File: src/rtl/usb_tx_timer.sv
// usb_tx_timer: bit-timing controller for the USB transmit path.
//   Divides clk into bit periods, strobes the tx shift register, fetches
//   bytes from the tx byte buffer and signals end-of-packet.
//   Optional feature macro: TX_BIT_STUFF_EN (bit stuffing after STUFF_RUN ones).
// Ports:
//   clk, rst      - clock (posedge) and synchronous active-high reset
//   tx_start      - pulse: begin packet (ignored while tx_active)
//   byte_valid    - buffer holds a byte; last_byte qualifies it as final
//   tx_bit        - serial bit currently driven (stuff tracking only)
//   byte_load     - pulse: load shift register / pop buffer
//   shift_enable  - pulse: shift one bit
//   bit_strobe    - pulse: first clk of every bit period
//   stuff_insert  - high throughout a stuffed bit period
//   eop_start     - pulse: final bit period completes
//   tx_error      - pulse: buffer underflow at a byte boundary
//   tx_active     - high whenever not IDLE
module usb_tx_timer #(
  parameter int CLKS_PER_BIT  = 8,
  parameter int BITS_PER_BYTE = 8,
  parameter int STUFF_RUN     = 6
) (
  input  logic clk,
  input  logic rst,
  input  logic tx_start,
  input  logic byte_valid,
  input  logic last_byte,
  input  logic tx_bit,
  output logic byte_load,
  output logic shift_enable,
  output logic bit_strobe,
  output logic stuff_insert,
  output logic eop_start,
  output logic tx_error,
  output logic tx_active
);

  localparam int CW = $clog2(CLKS_PER_BIT);
  localparam int BW = $clog2(BITS_PER_BYTE);
  localparam logic [CW-1:0] CLK_LAST = CW'(CLKS_PER_BIT - 1);
  localparam logic [BW-1:0] BIT_LAST = BW'(BITS_PER_BYTE - 1);

  typedef enum logic [1:0] {
    IDLE,
    LOAD,
    SEND
`ifdef TX_BIT_STUFF_EN
    , STUFF
`endif
  } state_e;

  state_e          state_q, state_d;
  logic [CW-1:0]   clk_cnt_q, clk_cnt_d;
  logic [BW-1:0]   bit_cnt_q, bit_cnt_d;
  logic            last_q, last_d;
  logic            bit_end;
  logic            boundary;

`ifdef TX_BIT_STUFF_EN
  localparam int OW = $clog2(STUFF_RUN + 1);
  localparam logic [OW-1:0] ONES_MAX = OW'(STUFF_RUN);
  logic [OW-1:0]   ones_q, ones_d, ones_next;
  // Remembers that the stuff period follows the packet's final bit.
  logic            eop_pend_q, eop_pend_d;
`else
  logic            unused_tx_bit;
  assign unused_tx_bit = tx_bit;
`endif

  assign bit_end  = (clk_cnt_q == CLK_LAST);
  assign boundary = (bit_cnt_q == BIT_LAST);

  always_comb begin
    state_d      = state_q;
    clk_cnt_d    = clk_cnt_q;
    bit_cnt_d    = bit_cnt_q;
    last_d       = last_q;
    byte_load    = 1'b0;
    shift_enable = 1'b0;
    bit_strobe   = 1'b0;
    stuff_insert = 1'b0;
    eop_start    = 1'b0;
    tx_error     = 1'b0;
    tx_active    = (state_q != IDLE);
`ifdef TX_BIT_STUFF_EN
    ones_d       = ones_q;
    ones_next    = '0;
    eop_pend_d   = eop_pend_q;
`endif

    case (state_q)
      IDLE: begin
        if (tx_start) state_d = LOAD;
      end

      LOAD: begin
        clk_cnt_d = '0;
        bit_cnt_d = '0;
`ifdef TX_BIT_STUFF_EN
        ones_d     = '0;
        eop_pend_d = 1'b0;
`endif
        if (byte_valid) begin
          byte_load = 1'b1;
          last_d    = last_byte;
          state_d   = SEND;
        end
      end

      SEND: begin
        bit_strobe = (clk_cnt_q == '0);
        clk_cnt_d  = bit_end ? '0 : clk_cnt_q + 1'b1;
        if (bit_end) begin
          if (!boundary) begin
            shift_enable = 1'b1;
            bit_cnt_d    = bit_cnt_q + 1'b1;
          end else begin
            bit_cnt_d = '0;
            if (!last_q) begin
              if (byte_valid) begin
                byte_load = 1'b1;
                last_d    = last_byte;
              end else begin
                tx_error = 1'b1;
                state_d  = IDLE;
              end
            end else begin
              eop_start = 1'b1;
              state_d   = IDLE;
            end
          end
`ifdef TX_BIT_STUFF_EN
          ones_next = tx_bit ? ones_q + 1'b1 : '0;
          ones_d    = ones_next;
          // Shift/load still happen this cycle; only the successor state and
          // a final-bit eop are deferred until the stuff period ends.
          // An underflow bypasses stuffing entirely.
          if (ones_next == ONES_MAX && !tx_error) begin
            state_d    = STUFF;
            ones_d     = '0;
            eop_pend_d = boundary && last_q;
            eop_start  = 1'b0;
          end
`endif
        end
      end

`ifdef TX_BIT_STUFF_EN
      STUFF: begin
        stuff_insert = 1'b1;
        bit_strobe   = (clk_cnt_q == '0);
        clk_cnt_d    = bit_end ? '0 : clk_cnt_q + 1'b1;
        if (bit_end) begin
          eop_pend_d = 1'b0;
          if (eop_pend_q) begin
            eop_start = 1'b1;
            state_d   = IDLE;
          end else begin
            state_d = SEND;
          end
        end
      end
`endif

      default: state_d = IDLE;
    endcase
  end

  always_ff @(posedge clk) begin
    if (rst) begin
      state_q    <= IDLE;
      clk_cnt_q  <= '0;
      bit_cnt_q  <= '0;
      last_q     <= 1'b0;
`ifdef TX_BIT_STUFF_EN
      ones_q     <= '0;
      eop_pend_q <= 1'b0;
`endif
    end else begin
      state_q    <= state_d;
      clk_cnt_q  <= clk_cnt_d;
      bit_cnt_q  <= bit_cnt_d;
      last_q     <= last_d;
`ifdef TX_BIT_STUFF_EN
      ones_q     <= ones_d;
      eop_pend_q <= eop_pend_d;
`endif
    end
  end

endmodule

File: config.mk
export PLATFORM = sky130hd
export DESIGN_NAME = usb_tx_timer
export DESIGN_NICKNAME = d
export VERILOG_FILES = /design/src/rtl/usb_tx_timer.sv
export SDC_FILE = /design/constraint.sdc
export NUM_CORES = 1
export LEC_CHECK = 0
export ABC_AREA = 1
export BUFFER_PORTS_ARGS = -buffer_cell sky130_fd_sc_hd__buf_2
export CAP_MARGIN = 10
export CORE_UTILIZATION = 30
export DETAILED_ROUTE_END_ITERATION = 10
export GPL_TIMING_DRIVEN = 0
export PLACE_DENSITY_LB_ADDON = 0.15
export REMOVE_ABC_BUFFERS = 1
export SYNTH_ARGS = -nofsm -noshare
export SYNTH_HDL_FRONTEND = slang
export SYNTH_SLANG_ARGS = --single-unit
File: constraint.sdc
create_clock -name clk -period 1.5 [get_ports clk]
set_clock_uncertainty 0.1 [all_clocks]
set_input_delay 0.225 -clock clk [delete_from_list [all_inputs] [get_ports clk]]
set_output_delay 0.225 -clock clk [all_outputs]
set_load 0.005 [all_outputs]
==> results.sh, run 1 <==
export IMPL_clk_path_buf_depth=2
export IMPL_required_ns=1.17
export IMPL_insertion_delay_ns=0.26
export IMPL_crit_path_start_kind="flip-flop"
export IMPL_cts_buffers_inserted=3
export IMPL_fin_ws_ns=-0.2448
export IMPL_rsz0062_at_grt="yes"
export IMPL_dr_pass1_iters=4
export IMPL_cp_slowest_cell="dfxtp_4"
export IMPL_route_detailed_drc=0
export IMPL_finalSetupViolations=9
export IMPL_crit_chain="ha_4 -> ha_4 -> nand4_1 -> a211oi_2 -> buf_2"
export IMPL_die_y_um=48.39
export IMPL_rows=16
export IMPL_drive_gt1_share_pct=56.90
export IMPL_hpwl_um=1003
export IMPL_yosysMostFrequentCell="nand2_1"
export IMPL_violations="negative setup slack"
export IMPL_path_class="flip-flop to primary output"
export IMPL_leakage_nw=0.4565
export IMPL_yosys_warnings=0
export IMPL_htree_levels=1
export IMPL_grt_pass1_wl_um=2635
export IMPL_die_x_um=48.39
export IMPL_fmax_mhz=573.1
export IMPL_synth_ff_type="dfxtp_1"
export IMPL_ys_seq_elements=9
export IMPL_path_max_fanout=2
export IMPL_wirelength_um=1694
export IMPL_fillers=200
export IMPL_wl_per_cell_um=11.85
export IMPL_yosysTopAreaCell="dfxtp_1"
export IMPL_grt_usage_pct=14.55
export IMPL_cts_tree="yes"
export IMPL_whs_ns=0.1306
export IMPL_initial_core_util_pct=32.25
export IMPL_yosysSeqAreaShare_pct=27.91
export IMPL_grt_max_degree=8
export IMPL_syn_cell_area_um2=645.6
export IMPL_period_minus_slack_ns=1.745
export IMPL_synth_edf_count=0
export IMPL_viasPerCell=4.566
export IMPL_antenna_found_initial=0
export IMPL_powerDensity_nw_per_um2=1189
export IMPL_cp_end_kind="primary output"
export IMPL_drtAntennaViolNets=0
export IMPL_synth_top_cell_area_share_pct=27.91
export IMPL_arrival_ns=1.42
export IMPL_hold_buffers=0
export IMPL_min_period_over_period_pct=116.3
export IMPL_grt_pass1_vias=603
export IMPL_syn_to_final_growth_pct=60.46
export IMPL_num_nets_final=134
export IMPL_ir_drop_uv=583.4
export IMPL_worstHoldPathType="input port to flip-flop"
export IMPL_cts_sinks=9
export IMPL_synth_cell_type_count=20
export IMPL_routed_via_count=653
export IMPL_portBuffers=10
export IMPL_gp_congestion=0.8346
export IMPL_hold_violations=0
export IMPL_path_common_cell="ha_4"
export IMPL_die_area_um2=2342
export IMPL_status="finished with violations"
export IMPL_core_area_um2=2002
export IMPL_slew_viol_final=0
export IMPL_pin_count=13
export IMPL_synth_avg_cell_area_um2=7.018
export IMPL_postSynth_asyncResetShare_pct=0
export IMPL_diodes=0
export IMPL_netlist_instances=92
export IMPL_cp_slowest_stage_delay_ns=0.36
export IMPL_p_total_w=0.001232
export IMPL_clkTransAtPathRegs_ns=0.07
export IMPL_synth_common_cells="16 x nand2_1, 15 x inv_1, 12 x nor2_1"
export IMPL_synth_area_top_cells="dfxtp_1 28%, ha_1 21%, nand2_1 9.3%"
export IMPL_cap_violations=0
export IMPL_root_buffer="clkbuf_4"
export IMPL_drt_initial_drc_count=6
export IMPL_overflow=0
==> report_power, final <==
part           leakage [nW]  switching (W)  internal (W)
clock network        0.0150      0.0000862      0.000102
logic                 0.365       0.000406      0.000326
registers            0.0766      0.0000301      0.000281
total                 0.456       0.000523      0.000709
==> routing by layer <==
layer	share of wire [%]	vias to the layer above	GRT usage (%)
li1	-	334	-
met1	45	304	18.58
met2	51	13	23.71
met3	3.4	2	3.145
met4	0.47	0	5.882
met5	0	-	0
==> cell type report <==
class                           count  area [um2]  area share (%)
Clock buffer                        4       26.28           2.536
Inverter                           18       77.57           7.488
Multi-Input combinational cell     63       548.0           52.90
Sequential cell                     9       195.2           18.84
Tap cell                           27       33.78           3.261
Timing Repair Buffer               22       155.1           14.98
==> worst paths after layout <==
check / startpoint / endpoint / slack [ns] / cells after the start
worst min-delay path: rst / last_q / 0.13 / 2
worst max-delay path: clk_cnt_q[1] / byte_load / -0.24 / 5
worst min register to register: bit_cnt_q[1] / bit_cnt_q[1] / 0.39 / 2
worst max register to register: clk_cnt_q[1] / state_q[0] / -0.06 / 10
==> per-stage QoR <==
stage / utilization (%) / cell area, um2 / setup slack, ns / cells / setup TNS (ns)
final: 51.75 / 1036 / -0.2448 / 143 / -0.8466
after global routing: 51.75 / 1036 / -0.3016 / 143 / -1.447
after global placement: 35.50 / 710.7 / -0.3338 / 127 / -0.6273
after floorplan: - / 626.9 / 0.02189 / 90 / 0
after detailed placement: 35.50 / 710.7 / -0.2581 / 127 / -0.6106
after CTS: 45.81 / 917.1 / -0.2337 / 139 / -0.6531
==> state kept, by name, indices dropped and copies added (netlist names) <==
signal     cells
bit_cnt_q      3
clk_cnt_q      3
last_q         1
state_q        2
==> cells in the final DEF (no fill, tap or decap) <==
cell type and instances:
nand4_1 2, o21ai_0 1, inv_4 4, clkbuf_4 3
nand2_1 11, dfxtp_2 3, a211oi_2 1, nand3_2 3
nand2_4 2, ha_4 8, nand3_1 3, nand2_2 4
inv_1 8, buf_4 8, inv_2 6, nor3_1 1
buf_2 10, ha_2 1, nand3b_1 1, dfxtp_1 3
dfxtp_4 3, nor2_4 1, conb_1 1, o21ai_1 3
nor2_1 10, a21oi_2 3, nor2_2 1, a21oi_1 3
a21oi_4 1, ha_1 2, clkbuf_1 1, buf_6 4
==> worst max-delay path: cells and delay by family, from the launching register on <==
family / cells / cell delay (ns)
buffers and inverters: 1 / 0.15
AND/OR/NAND/NOR: 1 / 0.15
adder cells (fa/ha/maj): 2 / 0.27
AO/OA/AOI/OAI: 1 / 0.23
flip-flops: 1 / 0.36
==> cell families after synthesis <==
kind of cell               share of synthesized area (%)
AOI/OAI and AO/OA                                  10.27
adders and majority gates                          21.32
buffers and inverters                              13.37
DFF                                                27.91
other                                             0.5808
and+or+nand+nor                                    26.55
==> timing repair <==
item	in CTS	in global routing
setup endpoints to repair	8	11
resized for setup	30	28
setup buffers	8	4
pin swaps	7	12
(Power assumes the default switching activity.)
==> run 2: changes to the inputs <==
--- a/config.mk
+++ b/config.mk
@@ -8,7 +8,10 @@
 export ABC_AREA = 1
 export BUFFER_PORTS_ARGS = -buffer_cell sky130_fd_sc_hd__buf_2
 export CAP_MARGIN = 10
+export CELL_PAD_IN_SITES_DETAIL_PLACEMENT = 1
+export CELL_PAD_IN_SITES_GLOBAL_PLACEMENT = 1
 export CORE_UTILIZATION = 30
+export CTS_BUF_LIST = sky130_fd_sc_hd__clkbuf_16
 export DETAILED_ROUTE_END_ITERATION = 10
 export GPL_TIMING_DRIVEN = 0
 export PLACE_DENSITY_LB_ADDON = 0.15
==> run 2 against run 1 <==
Against the previous run: the flow still finishes with violations (negative setup slack); sequential power up 5%; critical path depth up 1; total power up 20%; die area unchanged; count of clock-buffer cells in the layout down 1; via count up 1.8%; register-to-register slack worse by 0.02 ns.
==> results.sh, run 2 (synthesis gave the netlist of run 1 again) <==
export IMPL_rrSetupSlack_ns=-0.08
export IMPL_r2r_start="clk_cnt_q[0]"
export IMPL_viasPerCell=4.586
export IMPL_route_detailed_drc=0
export IMPL_min_delay_start="rst"
export IMPL_power_switching_w=0.0005423
export IMPL_worstHoldPathType="input port to flip-flop"
export IMPL_cts_sinks=9
export IMPL_grt_pass1_wl_um=3353
export IMPL_root_buffer="clkbuf_16"
export IMPL_fillers=258
export IMPL_path_class="flip-flop to primary output"
export IMPL_syn_to_final_growth_pct=61.43
export IMPL_clk_path_buf_depth=2
export IMPL_cap_violations=0
export IMPL_power_frac_comb_pct=46.1
export IMPL_hold_depth=2
export IMPL_fin_area_um2=1042
export IMPL_cts_tree="yes"
export IMPL_gp_congestion=0.7342
export IMPL_grt_pass1_vias=729
export IMPL_ir_drop_uv=857.2
export IMPL_hold_path_end="bit_cnt_q[1]"
export IMPL_cp_end_kind="primary output"
export IMPL_p_sw_share_pct=36.78
export IMPL_wl_per_cell_um=13.50
export IMPL_drt_initial_drc_count=3
export IMPL_drtAntennaViolNets=0
export IMPL_leakage_nw=0.4651
export IMPL_diodes=0
export IMPL_drive_gt1_share_pct=54.24
export IMPL_core_area_um2=2002
export IMPL_grt_max_degree=8
export IMPL_p_total_w=0.001474
export IMPL_pin_count=13
export IMPL_die_area_um2=2342
export IMPL_path_max_fanout=2
export IMPL_ff2ff_path_depth=9
export IMPL_top_regs="bit_cnt_q (3), clk_cnt_q (3), state_q (2)"
export IMPL_p_int_w=0.0009319
export IMPL_r2r_end="bit_cnt_q[1]"
export IMPL_antenna_found_initial=0
export IMPL_rsz0062_at_grt="yes"
export IMPL_die_x_um=48.39
export IMPL_dr_pass1_iters=4
export IMPL_period_minus_slack_ns=1.699
export IMPL_placed_area_um2=710.7
export IMPL_hpwl_um=1192
export IMPL_routed_via_count=665
export IMPL_fmax_mhz=588.7
export IMPL_mostFrequentLayoutCell="buf_4"
export IMPL_die_y_um=48.39
export IMPL_overflow=0
export IMPL_required_ns=1.17
export IMPL_portBuffers=10
export IMPL_cts_buffers_inserted=3
export IMPL_hold_violations=0
export IMPL_clkPwrFrac_pct=31.7
export IMPL_status="finished with violations"
export IMPL_powerDensity_nw_per_um2=1414
export IMPL_insertion_delay_ns=0.24
export IMPL_clkTransAtPathRegs_ns=0.04
export IMPL_wirelength_um=1957
export IMPL_seqPwrFrac_pct=22.2
export IMPL_htree_levels=1
export IMPL_crit_path_start_kind="flip-flop"
export IMPL_violations="negative setup slack"
export IMPL_num_nets_final=136
export IMPL_fin_ws_ns=-0.1988
export IMPL_min_period_over_period_pct=113.3
export IMPL_grt_usage_pct=19.91
export IMPL_initial_core_util_pct=32.25
export IMPL_finalSetupViolations=10
export IMPL_arrival_ns=1.37
export IMPL_layout_common_cells="13 x buf_4, 12 x inv_1, 10 x nand2_1, 10 x buf_2, 8 x nor2_1"
export IMPL_rows=16
export IMPL_slew_viol_final=0
run 2: changes by cell type in the layout (fill, tap and decap cells not counted), sizes merged:
cell    previous run  this run
clkbuf             4         3
inv               18        19
buf               22        24
run 2: what timing repair did:
| action | CTS | global route |
|---|---|---|
| pin swaps | 6 | 6 |
| setup buffers | 13 | 1 |
| gates resized for setup | 27 | 16 |
| hold buffers | 0 | 0 |
| endpoints found under the setup margin | 11 | 11 |
| endpoints found under the hold margin | 0 | 0 |
run 2: worst max-delay path: stages, from the launching register on:
cell and delay, ns:
dfxtp_2 0.34, ha_4 0.16, ha_4 0.13, nand4_1 0.15, buf_4 0.18, nor2_2 0.06, buf_2 0.11
run 2: layout make-up:
| type | instances | area (um2) | area share, % |
|---|---|---|---|
| Sequential cell | 9 | 192.7 | 18.49 |
| Inverter | 18 | 75.07 | 7.203 |
| Tap cell | 27 | 33.78 | 3.241 |
| Multi-Input combinational cell | 63 | 503.0 | 48.26 |
| Clock buffer | 3 | 75.07 | 7.203 |
| Timing Repair Buffer | 24 | 158.9 | 15.25 |
| Clock inverter | 1 | 3.754 | 0.3601 |
run 2: worst max-delay path by stage:
stage                       startpoint   endpoint  slack, ns  depth (start not counted)
after floorplan             state_q[0]  byte_load       0.02                          4
after global placement      state_q[0]  byte_load      -0.26                          5
after detailed placement    state_q[0]  byte_load      -0.28                          5
after CTS                 clk_cnt_q[1]  byte_load      -0.18                          5
after global routing      bit_cnt_q[0]  byte_load      -0.24                          5
final                     clk_cnt_q[0]   tx_error      -0.20                          6
run 2: power by group through the flow:
stage	clock network (W)	registers, W	logic [W]
finish	0.000467	0.000327	0.000680
global route	0.000499	0.000332	0.000758
CTS	0.000474	0.000319	0.000592
detailed placement	0	0.000297	0.000436
global placement	0	0.000297	0.000432
floorplan	0	0.000292	0.000312
run 2: metrics by stage:
| stage | setup TNS, ns | utilization [%] | hold slack (ns) | std cells | setup slack (ns) |
|---|---|---|---|---|---|
| 2_1_floorplan | 0 | - | 0.1941 | 90 | 0.02189 |
| 3_3_place_gp | -0.7394 | 35.50 | 0.3514 | 127 | -0.2602 |
| 3_5_place_dp | -1.211 | 35.50 | 0.3716 | 127 | -0.2780 |
| 4_1_cts | -0.5085 | 49.38 | 0.1555 | 144 | -0.1752 |
| 5_1_grt | -1.607 | 52.06 | 0.1658 | 145 | -0.2354 |
| 6_report | -0.8790 | 52.06 | 0.1539 | 145 | -0.1988 |
run 2: routing by layer:
metal	global-route usage [%]	wire (um)	vias up
met1	19.54	772	306
met5	0	0	-
met4	13.24	59	0
li1	-	-	339
met2	39.67	1087	15
met3	0.9434	37	5
==> run 3: changes to the inputs <==
--- a/config.mk
+++ b/config.mk
@@ -6,13 +6,13 @@
 export NUM_CORES = 1
 export LEC_CHECK = 0
 export ABC_AREA = 1
-export BUFFER_PORTS_ARGS = -buffer_cell sky130_fd_sc_hd__buf_2
 export CAP_MARGIN = 10
 export CELL_PAD_IN_SITES_DETAIL_PLACEMENT = 1
 export CELL_PAD_IN_SITES_GLOBAL_PLACEMENT = 1
 export CORE_UTILIZATION = 30
 export CTS_BUF_LIST = sky130_fd_sc_hd__clkbuf_16
 export DETAILED_ROUTE_END_ITERATION = 10
+export DONT_BUFFER_PORTS = 1
 export GPL_TIMING_DRIVEN = 0
 export PLACE_DENSITY_LB_ADDON = 0.15
 export REMOVE_ABC_BUFFERS = 1
==> constraint.sdc (replaced) <==
create_clock -name clk -period 1.5 [get_ports clk]
set_clock_uncertainty 0.1 [all_clocks]
set_input_delay 0 -clock clk [delete_from_list [all_inputs] [get_ports clk]]
set_output_delay 0 -clock clk [all_outputs]
set_load 0.005 [all_outputs]
==> run 3 against run 2 <==
Against the previous run: the run now ends clean; sequential share of layout area increased by 2.9 points; first-iteration DRC count grew to 3.0 times the previous value; die area did not move; count of clock-buffer cells in the layout unchanged.
==> results.sh, run 3 (synthesis gave the netlist of run 1 again) <==
export IMPL_leakage_nw=0.3753
export IMPL_die_y_um=48.39
export IMPL_ir_drop_uv=709.4
export IMPL_cts_sinks=9
export IMPL_path_max_fanout=3
export IMPL_critPathLaunch="bit_cnt_q[0]"
export IMPL_route_detailed_drc=0
export IMPL_place_ws_ns=-0.1538
export IMPL_grt_pass1_vias=595
export IMPL_drt_initial_drc_count=9
export IMPL_finalSetupViolations=0
export IMPL_cts_buffers_inserted=3
export IMPL_status="finished, final reports clean"
export IMPL_cap_violations=0
export IMPL_rsz0062_at_grt="yes"
export IMPL_antenna_found_initial=0
export IMPL_final_core_util_pct=44.69
export IMPL_seqPwrFrac_pct=23.3
export IMPL_portBuffers=0
export IMPL_p_total_w=0.001348
export IMPL_layout_common_cells="14 x inv_1, 13 x nand2_1, 10 x nor2_1"
export IMPL_hold_violations=0
export IMPL_whs_ns=0.01596
export IMPL_gp_congestion=0.6854
export IMPL_endpoint="byte_load"
export IMPL_worstHoldPathType="input port to flip-flop"
export IMPL_path_class="flip-flop to primary output"
export IMPL_slew_viol_final=0
export IMPL_root_buffer="clkbuf_16"
export IMPL_fin_ws_ns=0.06850
export IMPL_placedCellCount=117
export IMPL_period_minus_slack_ns=1.432
export IMPL_cp_end_kind="primary output"
export IMPL_rrSetupSlack_ns=0.07
export IMPL_clk_path_buf_depth=2
export IMPL_drtAntennaViolNets=0
export IMPL_cts_tree="yes"
export IMPL_wl_per_cell_um=13.23
export IMPL_powerDensity_nw_per_um2=1507
export IMPL_p_sw_share_pct=36.53
export IMPL_power_frac_comb_pct=42.1
export IMPL_grt_pass1_wl_um=2573
export IMPL_die_area_um2=2342
export IMPL_diodes=0
export IMPL_syn_to_final_growth_pct=38.57
export IMPL_num_nets_final=119
export IMPL_p_int_w=0.0008558
export IMPL_pin_count=13
export IMPL_power_switching_w=0.0004925
export IMPL_final_cells=128
export IMPL_clkTransAtPathRegs_ns=0.04
export IMPL_hpwl_um=1157
export IMPL_fillers=259
export IMPL_r2r_end="state_q[0]"
export IMPL_fmax_mhz=698.6
export IMPL_rows=16
export IMPL_required_ns=1.40
export IMPL_min_period_over_period_pct=95.43
export IMPL_die_x_um=48.39
export IMPL_r2r_start="clk_cnt_q[0]"
export IMPL_viasPerCell=4.617
export IMPL_insertion_delay_ns=0.23
export IMPL_ff2ff_path_depth=9
export IMPL_htree_levels=1
export IMPL_mostFrequentLayoutCell="inv_1"
export IMPL_overflow=0
export IMPL_arrival_ns=1.33
export IMPL_crit_path_start_kind="flip-flop"
export IMPL_top_regs="bit_cnt_q (3), clk_cnt_q (3), state_q (2)"
export IMPL_routed_via_count=591
export IMPL_initial_core_util_pct=32.25
export IMPL_drive_gt1_share_pct=34.65
export IMPL_core_area_um2=2002
export IMPL_grt_usage_pct=14.41
export IMPL_grt_max_degree=12
export IMPL_wirelength_um=1693
export IMPL_clkPwrFrac_pct=34.6
export IMPL_dr_pass1_iters=4
run 3: cell count changes in the layout (fill, tap and decap cells not counted), moves of 2 or more:
cell	change
nand2_1	+3
nor2_2	-2
ha_4	-2
buf_2	-10
nor2_1	+2
buf_4	-10
inv_1	+2
dlygate4sd3_1	+3
nand2_2	-3
run 3: worst min-delay path by stage:
stage / start / slack (ns) / cells after the start / to
floorplan: byte_valid / -0.07 / 1 / tx_error
CTS: byte_valid / 0.02 / 5 / state_q[1]
detailed placement: byte_valid / -0.06 / 1 / tx_error
finish: tx_start / 0.02 / 5 / state_q[1]
global route: tx_start / 0.07 / 5 / state_q[1]
global placement: byte_valid / -0.07 / 1 / tx_error
run 3: what timing repair did:
action | 4_1_cts | 5_1_grt
pin swaps | 1 | 5
resized for setup | 6 | 23
setup endpoints to repair | 9 | 4
hold buffers | 3 | 0
hold endpoints to repair | 10 | 0
buffers inserted | 0 | 4
run 3: layer usage:
| metal | GRT usage, % | vias to the layer above | part of all wire (%) |
|---|---|---|---|
| li1 | - | 305 | - |
| met1 | 16.67 | 274 | 44 |
| met2 | 25.82 | 12 | 53 |
| met3 | 3.774 | 0 | 4.0 |
| met4 | 4.412 | 0 | 0 |
| met5 | 0 | - | 0 |
run 3: power groups by stage:
stage,logic (W),clock network (W),registers (W)
2_1_floorplan,0.000312,0,0.000292
3_3_place_gp,0.000403,0,0.000297
3_5_place_dp,0.000405,0,0.000298
4_1_cts,0.000477,0.000475,0.000301
5_1_grt,0.000635,0.000487,0.000319
6_report,0.000567,0.000467,0.000315
run 3: per-stage QoR:
step	instance area, um2	setup TNS (ns)
floorplan	626.9	0
global placement	660.6	-0.2275
detailed placement	660.6	-0.3285
CTS	800.8	0
global route	894.6	-0.02404
finish	894.6	0
run 3: area by class of cell:
type,count,area (um2),area share (%)
multi-input cells,63,460.4,51.47
flip-flops and latches,9,191.4,21.40
clock buffers,3,75.07,8.392
inverters,18,70.07,7.832
repair buffers,7,60.06,6.713
well taps,27,33.78,3.776
clock inverters,1,3.754,0.4196
run 3: worst max-delay path, cell delays in order (launching register included):
cell and delay, ns:
dfxtp_2 0.33, ha_2 0.18, ha_2 0.18, nand4_1 0.12, a211oi_2 0.29
